**config.mk**
```make
export PLATFORM = sky130hd
export DESIGN_NAME = prng_lottery_arbiter_flat
export DESIGN_NICKNAME = d
export VERILOG_FILES = /design/src/rtl/prng_lottery_arbiter_if.sv /design/src/rtl/prng_lottery_arbiter.sv /design/src/flat_wrapper.sv
export SDC_FILE = /design/constraint.sdc
export NUM_CORES = 1
export LEC_CHECK = 0
export CAP_MARGIN = 20
export CORE_MARGIN = 4
export CORE_UTILIZATION = 50
export DETAILED_ROUTE_END_ITERATION = 16
export PLACE_DENSITY = 0.72
export SYNTH_ARGS = -nofsm -noshare
export SYNTH_HDL_FRONTEND = slang
export SYNTH_SLANG_ARGS = --single-unit
```
**constraint.sdc**
```tcl
create_clock -name clk -period 7.4 [get_ports clk]
set_input_delay 1.11 -clock clk [delete_from_list [all_inputs] [get_ports clk]]
set_output_delay 1.11 -clock clk [all_outputs]
set_load 0.02 [all_outputs]
```
**src/rtl/prng_lottery_arbiter_if.sv**
```systemverilog
// rtl/prng_lottery_arbiter_if.sv - request/grant bundle for the randomised lottery arbiter
interface prng_lottery_arbiter_if #(
    parameter int NREQ = 16
);
    localparam int IW = $clog2(NREQ);

    logic [NREQ-1:0] req;
    logic            seed_ld;
    logic [31:0]     seed_val;
    logic [NREQ-1:0] gnt;
    logic            gnt_valid;
    logic [IW-1:0]   gnt_id;
    logic            timeout;

    modport master (
        output req, seed_ld, seed_val,
        input  gnt, gnt_valid, gnt_id, timeout
    );

    modport slave (
        input  req, seed_ld, seed_val,
        output gnt, gnt_valid, gnt_id, timeout
    );
endinterface

```
**src/rtl/prng_lottery_arbiter.sv**
```systemverilog
// rtl/prng_lottery_arbiter.sv - LFSR-seeded rotating-start arbiter with hold timeout and one-shot skip mask
module prng_lottery_arbiter #(
    parameter int          NREQ     = 16,
    parameter int          MAX_HOLD = 64,
    parameter logic [31:0] SEED     = 32'hAAAAAAAA
) (
    input  logic                   clk,
    input  logic                   rst_n,
    prng_lottery_arbiter_if.slave  bus
);
    localparam int          IW   = $clog2(NREQ);
    localparam int          HW   = $clog2(MAX_HOLD);
    localparam logic [31:0] TAPS = 32'hB89ADA1C;

    typedef enum logic {IDLE, GRANT} state_t;

    state_t          state, state_nxt;
    logic [31:0]     lfsr, lfsr_nxt;
    logic [HW-1:0]   hold_cnt, hold_nxt;
    logic [NREQ-1:0] mask, mask_nxt;
    logic [NREQ-1:0] gnt_q, gnt_nxt;
    logic [IW-1:0]   gnt_id_q, id_nxt;
    logic            timeout_q, to_nxt;

    logic [NREQ-1:0] eff_req;
    logic [IW-1:0]   start, cand, win_id;
    logic            win_found;
    logic            owner_gone, hold_done;

    assign start      = lfsr[IW-1:0];
    assign owner_gone = !bus.req[gnt_id_q];
    assign hold_done  = (hold_cnt == HW'(MAX_HOLD - 1));

    always_comb begin
        lfsr_nxt = {lfsr[30:0], ^(lfsr & TAPS)};
        if (bus.seed_ld)
            lfsr_nxt = (bus.seed_val == 32'd0) ? SEED : bus.seed_val;
    end

    // A lone masked requester must still win, otherwise it would starve.
    always_comb begin
        eff_req = bus.req & ~mask;
        if (eff_req == '0)
            eff_req = bus.req;
    end

    // Reverse scan so the closest index at/after start is assigned last.
    always_comb begin
        win_found = 1'b0;
        win_id    = '0;
        cand      = '0;
        for (int k = NREQ - 1; k >= 0; k--) begin
            cand = start + IW'(k);
            if (eff_req[cand]) begin
                win_found = 1'b1;
                win_id    = cand;
            end
        end
    end

    always_ff @(posedge clk or negedge rst_n) begin
        if (!rst_n) begin
            state     <= IDLE;
            lfsr      <= SEED;
            hold_cnt  <= '0;
            mask      <= '0;
            gnt_q     <= '0;
            gnt_id_q  <= '0;
            timeout_q <= 1'b0;
        end else begin
            state     <= state_nxt;
            lfsr      <= lfsr_nxt;
            hold_cnt  <= hold_nxt;
            mask      <= mask_nxt;
            gnt_q     <= gnt_nxt;
            gnt_id_q  <= id_nxt;
            timeout_q <= to_nxt;
        end
    end

    always_comb begin
        state_nxt = state;
        case (state)
            IDLE:    if (win_found) state_nxt = GRANT;
            GRANT:   if (owner_gone || hold_done) state_nxt = IDLE;
            default: state_nxt = IDLE;
        endcase
    end

    always_comb begin
        gnt_nxt  = '0;
        id_nxt   = '0;
        to_nxt   = 1'b0;
        hold_nxt = hold_cnt;
        mask_nxt = mask;
        case (state)
            IDLE: begin
                if (win_found) begin
                    gnt_nxt[win_id] = 1'b1;
                    id_nxt          = win_id;
                    hold_nxt        = '0;
                    mask_nxt        = '0;
                end
            end
            GRANT: begin
                if (owner_gone) begin
                    gnt_nxt = '0;
                end else if (hold_done) begin
                    to_nxt             = 1'b1;
                    mask_nxt           = '0;
                    mask_nxt[gnt_id_q] = 1'b1;
                end else begin
                    gnt_nxt  = gnt_q;
                    id_nxt   = gnt_id_q;
                    hold_nxt = hold_cnt + HW'(1);
                end
            end
            default: ;
        endcase
    end

    assign bus.gnt       = gnt_q;
    assign bus.gnt_valid = |gnt_q;
    assign bus.gnt_id    = gnt_id_q;
    assign bus.timeout   = timeout_q;
endmodule
```
**src/flat_wrapper.sv**
```systemverilog
// flat-port wrapper written by rule: the top's interface ports become plain ports
module prng_lottery_arbiter_flat 
#(
    parameter int          NREQ     = 16,
    parameter int          MAX_HOLD = 64,
    parameter logic [31:0] SEED     = 32'hAAAAAAAA
)
  (clk, rst_n, bus_req, bus_seed_ld, bus_seed_val, bus_gnt, bus_gnt_valid, bus_gnt_id, bus_timeout);
  prng_lottery_arbiter_if #(.NREQ(NREQ)) bus_i ();
  input  logic clk;
  input  logic rst_n;
  input wire logic [$bits(bus_i.req)-1:0] bus_req;
  input wire logic [$bits(bus_i.seed_ld)-1:0] bus_seed_ld;
  input wire logic [$bits(bus_i.seed_val)-1:0] bus_seed_val;
  output wire logic [$bits(bus_i.gnt)-1:0] bus_gnt;
  output wire logic [$bits(bus_i.gnt_valid)-1:0] bus_gnt_valid;
  output wire logic [$bits(bus_i.gnt_id)-1:0] bus_gnt_id;
  output wire logic [$bits(bus_i.timeout)-1:0] bus_timeout;
  assign bus_i.req = bus_req;
  assign bus_i.seed_ld = bus_seed_ld;
  assign bus_i.seed_val = bus_seed_val;
  assign bus_gnt = bus_i.gnt;
  assign bus_gnt_valid = bus_i.gnt_valid;
  assign bus_gnt_id = bus_i.gnt_id;
  assign bus_timeout = bus_i.timeout;
  prng_lottery_arbiter #(.NREQ(NREQ), .MAX_HOLD(MAX_HOLD), .SEED(SEED)) u_core (.clk(clk), .rst_n(rst_n), .bus(bus_i));
endmodule
```
-- Word-level counts from Yosys, hierarchy flattened
Cells that the tools add are included.
W data, S select, Z words.
- bitwise operators: 3
- equality and inequality tests: 6
- muxes and demuxes: 95
- $lt $le $gt $ge: 20
- reduce and logical (&&, ||, !) cells: 10
- $add $sub $neg: 16
- operators with widths (cell ; count):
    $mux W16 ; 7
    $lt A4 B5 Y1 const B ; 18
    $mux W4 ; 19
    $bmux W1 S4 ; 17
    $mux W32 ; 2
    $pmux W16 S2 ; 2
    $mux W1 ; 40
    $add A4 B4 Y4 const B ; 8
    $logic_not A32 Y1 ; 1
    $reduce_xor A32 Y1 ; 1
    $mux W6 ; 3
    $add A4 B3 Y4 const B ; 4
    $and A16 B16 Y16 ; 1
    $logic_not A16 Y1 ; 1
    $not A16 Y16 ; 1
    $reduce_or A16 Y1 ; 1
    $pmux W6 S2 ; 1
    $add A4 B2 Y4 const B ; 2
    $demux W1 S4 ; 2
    $ge A4 B1 Y1 const B ; 2
    $pmux W4 S2 ; 1
    $add A6 B1 Y6 const B ; 1
    $eq A6 B6 Y1 const B ; 1
    $ne A2 B2 Y1 const B ; 3
    9 further kinds ; 11
- logic and storage cells: 157
- flip-flop bits (word level): 76
- input port bits: 51
- output and inout bits: 22

-- Depth between registers and ports, before layout
- word-level depth: 28
- mapped depth: 18
- gate-level depth less buffers: 13

-- Worst setup path after synthesis
OpenSTA, ideal clock, no wires.
- kind: register -> register
- start point: reg u_core.lfsr[0]
- end point: reg u_core.mask[10]
- cell stages (with the launch flop): 17
- data arrival time: 4536 ps
- clock period less this slack: 4660 ps
- path buffers: 6
- setup slack: 2740 ps
- data required time: 7275 ps
- path through: dfrtp_1 > buf_2 > inv_1 > buf_2 > buf_2 > clkbuf_1 > ha_1 > clkbuf_1 > mux2_2 > mux4_2 > mux2i_1 > nand2_1 > nor3_1 > a31oi_1 > nor2_1 > buf_2 > mux2_2
- longest elaborated chain between the ends: 21
- elaborated cells between the ends (all ways): 65
- those cells by class: 15 x add/sub; 1 x eq/ne; 48 x mux; 1 x reduce/logical
- RTL lines (item ; RTL line ; RTL):
    from (decl) ; prng_lottery_arbiter.sv:18 ; logic [31:0] lfsr, lfsr_nxt;
    from (signal assigned) ; prng_lottery_arbiter.sv:72 ; lfsr <= lfsr_nxt;
    $add A4 B4 Y4 ; prng_lottery_arbiter.sv:53 ; cand = start + IW'(k);
    $bmux W1 S4 ; prng_lottery_arbiter.sv:54 ; if (eff_req[cand]) begin
    $mux W1 (implied by the code) ; prng_lottery_arbiter.sv:54 ;
    $mux W1 (15 in series) ; prng_lottery_arbiter.sv:54 ;
    $mux W1 (*) ; prng_lottery_arbiter.sv:54 ;
    $ne A2 B1 Y1 (no line) (*) ; n/a ;
    $reduce_and A3 Y1 (no line) (*) ; n/a ;
    to (signal assigned) ; prng_lottery_arbiter.sv:74 ; mask <= mask_nxt;
    to (decl) ; prng_lottery_arbiter.sv:20 ; logic [NREQ-1:0] mask, mask_nxt;
Mark *: on every way between the ends. The rest lies on a longest branch, timed or not. The select of a mux whose other input is x is not followed.
A chain may end at the register's enable or synchronous reset.

-- Worst setup path after layout
- start point: in bus_req[1]
- end point: reg u_core.gnt_q[6], in the netlist u_core.bus.gnt[6]
- longest elaborated chain between the ends: 27
- elaborated cells between the ends (all ways): 78
- those cells by class: 2 x order compare; 1 x eq/ne; 72 x mux; 1 x bitwise; 2 x reduce/logical
- RTL lines (item ; RTL line ; RTL):
    from (decl) ; flat_wrapper.sv:12 ; input wire logic [$bits(bus_i.req)-1:0] bus_req;
    $and A16 B16 Y16 ; prng_lottery_arbiter.sv:42 ; eff_req = bus.req & ~mask;
    $logic_not A16 Y1 ; prng_lottery_arbiter.sv:43 ; if (eff_req == '0)
    $mux W16 ; prng_lottery_arbiter.sv:43 ;
    $bmux W1 S4 ; prng_lottery_arbiter.sv:54 ;
    $mux W1 (implied by the code) ; prng_lottery_arbiter.sv:54 ;
    $mux W4 (16 in series) ; prng_lottery_arbiter.sv:54 ;
    $lt A4 B5 Y1 (implied by the code) or $ge A4 B1 Y1 (tied branches) ; prng_lottery_arbiter.sv:99 ; gnt_nxt[win_id] = 1'b1;
    $logic_and A1 B1 Y1 (implied by the code) ; prng_lottery_arbiter.sv:99 ;
    $mux W1 (implied by the code) ; prng_lottery_arbiter.sv:99 ;
    $demux W1 S4 ; n/a ;
    $mux W16 ; prng_lottery_arbiter.sv:98 ; if (win_found) begin
    $pmux W16 S2 ; prng_lottery_arbiter.sv:96 ; case (state)
    to (signal assigned) ; prng_lottery_arbiter.sv:75 ; gnt_q <= gnt_nxt;
    to (decl) ; prng_lottery_arbiter.sv:21 ; logic [NREQ-1:0] gnt_q, gnt_nxt;
Parallel ways exist; a longest one is shown, timed or not. The select of a mux whose other input is x is not followed.

==> run summary <==
The flow ran to the end, and the final reports show no timing, DRC or antenna violations. Leaving out fill and tap cells, the most frequent cell in the layout is sky130_fd_sc_hd__nand2_1. The floorplan step set the die width to 123 um. The tools report the placer congestion estimate as 0.961. The final layout contains routed wiring with a total length of 20600 um. The worst register-to-register path has a setup slack of 1.54 ns. After clock tree synthesis, the flow added hold-fix buffers numbering 0. The run gives 6181 as the overall via count from detail_route. The detailed router finished its first iteration with 772 violations. The upper clock frequency limit came out at 0.164 GHz. The count of pins on the block boundary is 73, and the power per unit of standard cell area is 456 mW/mm2. The antenna diode instance count was 0. The biggest fanout along the worst timing path was 25. The starting utilization of the core area is 51.6%. The die height was 123 um; the number of fill cells was 1095.

In this run the cell area of the synthesized design comes to 0.00660 mm2. The clock transition time at the flip-flop clock pins of the worst setup and hold paths was 0.06 ns; the layout cell share with drive strength beyond 1 was 17.7%. The analysis attributes to cell leakage a power of 3.08 nW.

Across the VDD grid, the largest voltage drop is 0.221 mV. The remaining routing DRC violations is 0. Gates resized during post-CTS repair numbered 0. Maximum number of pins on one net before global-route repair: 77. The via count of the first global-routing pass is 5965, and the summed negative setup slack over all endpoints is 0 ns.

Smallest hold slack: 0.483 ns. The worst setup path is captured at a flip-flop. For the number of hold-slack violations in the final timing report, the log shows 0.

On the final layout, the worst clock skew is 0.00907 ns. Buffers inserted during clock tree synthesis total 9. The register bit count reported by yosys came out at 76. The biggest cell delay along the critical path was 0.89 ns; the number of buffer cells added on primary ports was 72. During synthesis, Yosys emitted a total of 0 warnings. Once detail routing completed, the nets flagged for antenna violations numbered 0.

Dividing the synthesized area by the synthesized cell count gives 9.39 um2. The growth of design area from synthesis to finish is 18.1%. The most numerous cell on the critical path is sky130_fd_sc_hd__mux2i_1. The total global routing track utilization is 28.2%, and the core footprint is 0.0128 mm2. The slowest stage of the critical path belongs to the cell sky130_fd_sc_hd__o41ai_2. The number of violations of the max-capacitance limit came out at 0. The final core utilization is 61.0%, and the post-route clock period utilization is 82.4%.

Endpoint of the worst setup timing path: u_core.bus.gnt[6]. The source of the critical timing path was bus_req[1]. Detailed placement finished with a half-perimeter wire length of 15500 um.

Buffers added to address setup during post-CTS repair amount to 0. The clock reaches the later pin of the worst-skew pair after 0.33 ns. The path type of the worst min-delay path was reg2reg. The slew at the pin with the worst max-slew slack was 1.03 ns; the cell depth of the worst flop-to-flop path was 12. The residual overflow from global routing was 0; the first-pass GRT wire length was 33000 um. The tools report the number of slew-limit violations in the final report as 0.

The routed length per placed instance is 22.1 um. Critical path start-end classification: in2reg. For this run, the leading register cell type out of synthesis is sky130_fd_sc_hd__dfrtp_1.

For this design, the sink count on the clock tree is 76. In this run the critical register-to-register path is captured at u_core.bus.gnt[13]. Traced cell by cell, the critical path runs through clkdlybuf4s50_1 > nor2b_1 > a2111oi_2 > nand4_2 > buf_4 > a21boi_0 > a2111oi_0 > nor4_4 > mux2i_1 > o32a_1 > mux2i_1 > a211oi_1 > o41ai_2 > o41ai_1. The number of vias per cell works out to 6.62. The tools report the number of antenna violations at the first check in global routing as 0. The root buffer cell chosen for the clock tree is sky130_fd_sc_hd__clkbuf_16.

The number of nets in the finished design is 815. Counting along the longest clock path gives a buffer depth of 2. For the worst setup path, the data required time is 7.58 ns. The startpoint identified for the worst register-to-register timing path is u_core.lfsr[2].

Data arrives at the worst endpoint at 6.28 ns. The relative slew slack is 31.2%, and the post-synth net total is 761. After technology mapping, the gate count stands at 702. The die covers 0.0151 mm2. For this run, asynchronously set or reset flops after synthesis account for 100%. STA classifies the critical path startpoint as an input port. The first detailed-routing pass ran for 5 iterations. Subtracting the final worst setup slack from the clock period gives 6.10 ns. Setup violations remaining at the end of the flow were counted as 0. For the number of distinct library cells after synthesis, the log shows 76. The H-tree generated during clock tree synthesis spans 3 levels. The synthesized design contains 0 enable-type register cells.

TritonCTS built the clock tree. The number of placement rows is 41, and the portion of the post-synthesis area used by sequential elements is 29.1%. In the layout the commonest cells are sky130_fd_sc_hd__nand2_1 (74), sky130_fd_sc_hd__clkdlybuf4s50_1 (71), sky130_fd_sc_hd__dfrtp_1 (60). Setup repair after global routing left no endpoint under its margin.
## registers in the layout, summed over array words and instances, names as in the netlist
register,cells
u_core.lfsr,32
u_core.bus.timeout,1
u_core.bus.gnt_id,4
u_core.bus.gnt,16
u_core.hold_cnt,6
u_core.mask,16
u_core.state,1
## stage by stage
stage	power (mW)	cell area, um2	std cells	setup slack (ns)
2_1_floorplan	2.34	6600	702	2.74
3_3_place_gp	2.98	7440	916	1.23
3_5_place_dp	3.01	7460	917	1.11
4_1_cts	3.50	7790	933	1.43
5_1_grt	3.77	7790	933	0.838
6_report	3.55	7790	933	1.30
## layer usage
layer  global-route usage [%]  up-vias  routed length [um]
li1                         -     2803                   -
met1                     40.8     2975                8590
met2                     42.8      335                9540
met3                     4.52       68                1710
met4                     10.1        0                 743
met5                        0        -                   0
## synth_stat cells (all sizes together) (7+ instances only)
cell type / n / share of area [%]
a211oi: 27 / 3.1
a2111oi: 13 / 2.4
o41ai: 18 / 2.7
a21boi: 16 / 2.0
nand3: 8 / 0.61
a21oi: 33 / 2.5
mux2: 30 / 5.1
clkbuf: 34 / 1.9
nand2b: 22 / 2.1
ha: 8 / 1.5
inv: 28 / 1.6
mux4: 31 / 11
nor2b: 19 / 1.8
xnor2: 21 / 2.8
nor3: 8 / 0.61
o21ai: 37 / 2.8
nand4: 7 / 0.76
dfstp: 16 / 6.4
buf: 12 / 1.2
xor2: 7 / 0.93
nor4: 20 / 2.4
dfrtp: 60 / 23
mux2i: 20 / 3.0
nand2: 74 / 4.2
o22a: 16 / 2.1
nor2: 38 / 2.2
## area by class of cell
| class | count | area, um2 | share of cell area, % |
|---|---|---|---|
| inverter | 29 | 109 | 1.40 |
| multi-input combinational | 551 | 4360 | 56.0 |
| clock inverter | 6 | 95.1 | 1.22 |
| timing repair buffer | 89 | 850 | 10.9 |
| tap | 172 | 215 | 2.76 |
| sequential | 76 | 1920 | 24.7 |
| clock buffer | 10 | 239 | 3.07 |
## worst min-delay path by stage
stage                    start               to  slack [ns]  cells after the start
2_1_floorplan  u_core.lfsr[10]  u_core.lfsr[11]        0.45                      1
3_3_place_gp   u_core.lfsr[16]  u_core.lfsr[17]        0.46                      1
3_5_place_dp   u_core.lfsr[16]  u_core.lfsr[17]        0.46                      1
4_1_cts         u_core.lfsr[8]   u_core.lfsr[9]        0.48                      1
5_1_grt         u_core.lfsr[8]   u_core.lfsr[9]        0.49                      1
6_report       u_core.lfsr[10]  u_core.lfsr[11]        0.48                      1
## critical path, delay by kind of cell
kind	cells	cell delay, ns
compound gates	7	2.85
buf+inv	2	0.86
mux	2	0.42
simple gates	3	1.02
## cell families after synthesis
logic type,synth area share [%]
muxes,18.7
and+or+nand+nor,17.3
AOI/OAI and AO/OA,24.8
buffers and inverters,4.74
xor gates and xnor gates,3.72
DFF,29.1
adders and majority gates,1.52
## where the power goes
group / leakage, nW / total [mW] / internal (mW) / switching [mW]
clock network: 0.164 / 0.475 / 0.308 / 0.167
logic: 1.96 / 2.42 / 0.979 / 1.44
registers: 0.959 / 0.657 / 0.515 / 0.142
(Power assumes the default switching activity.)
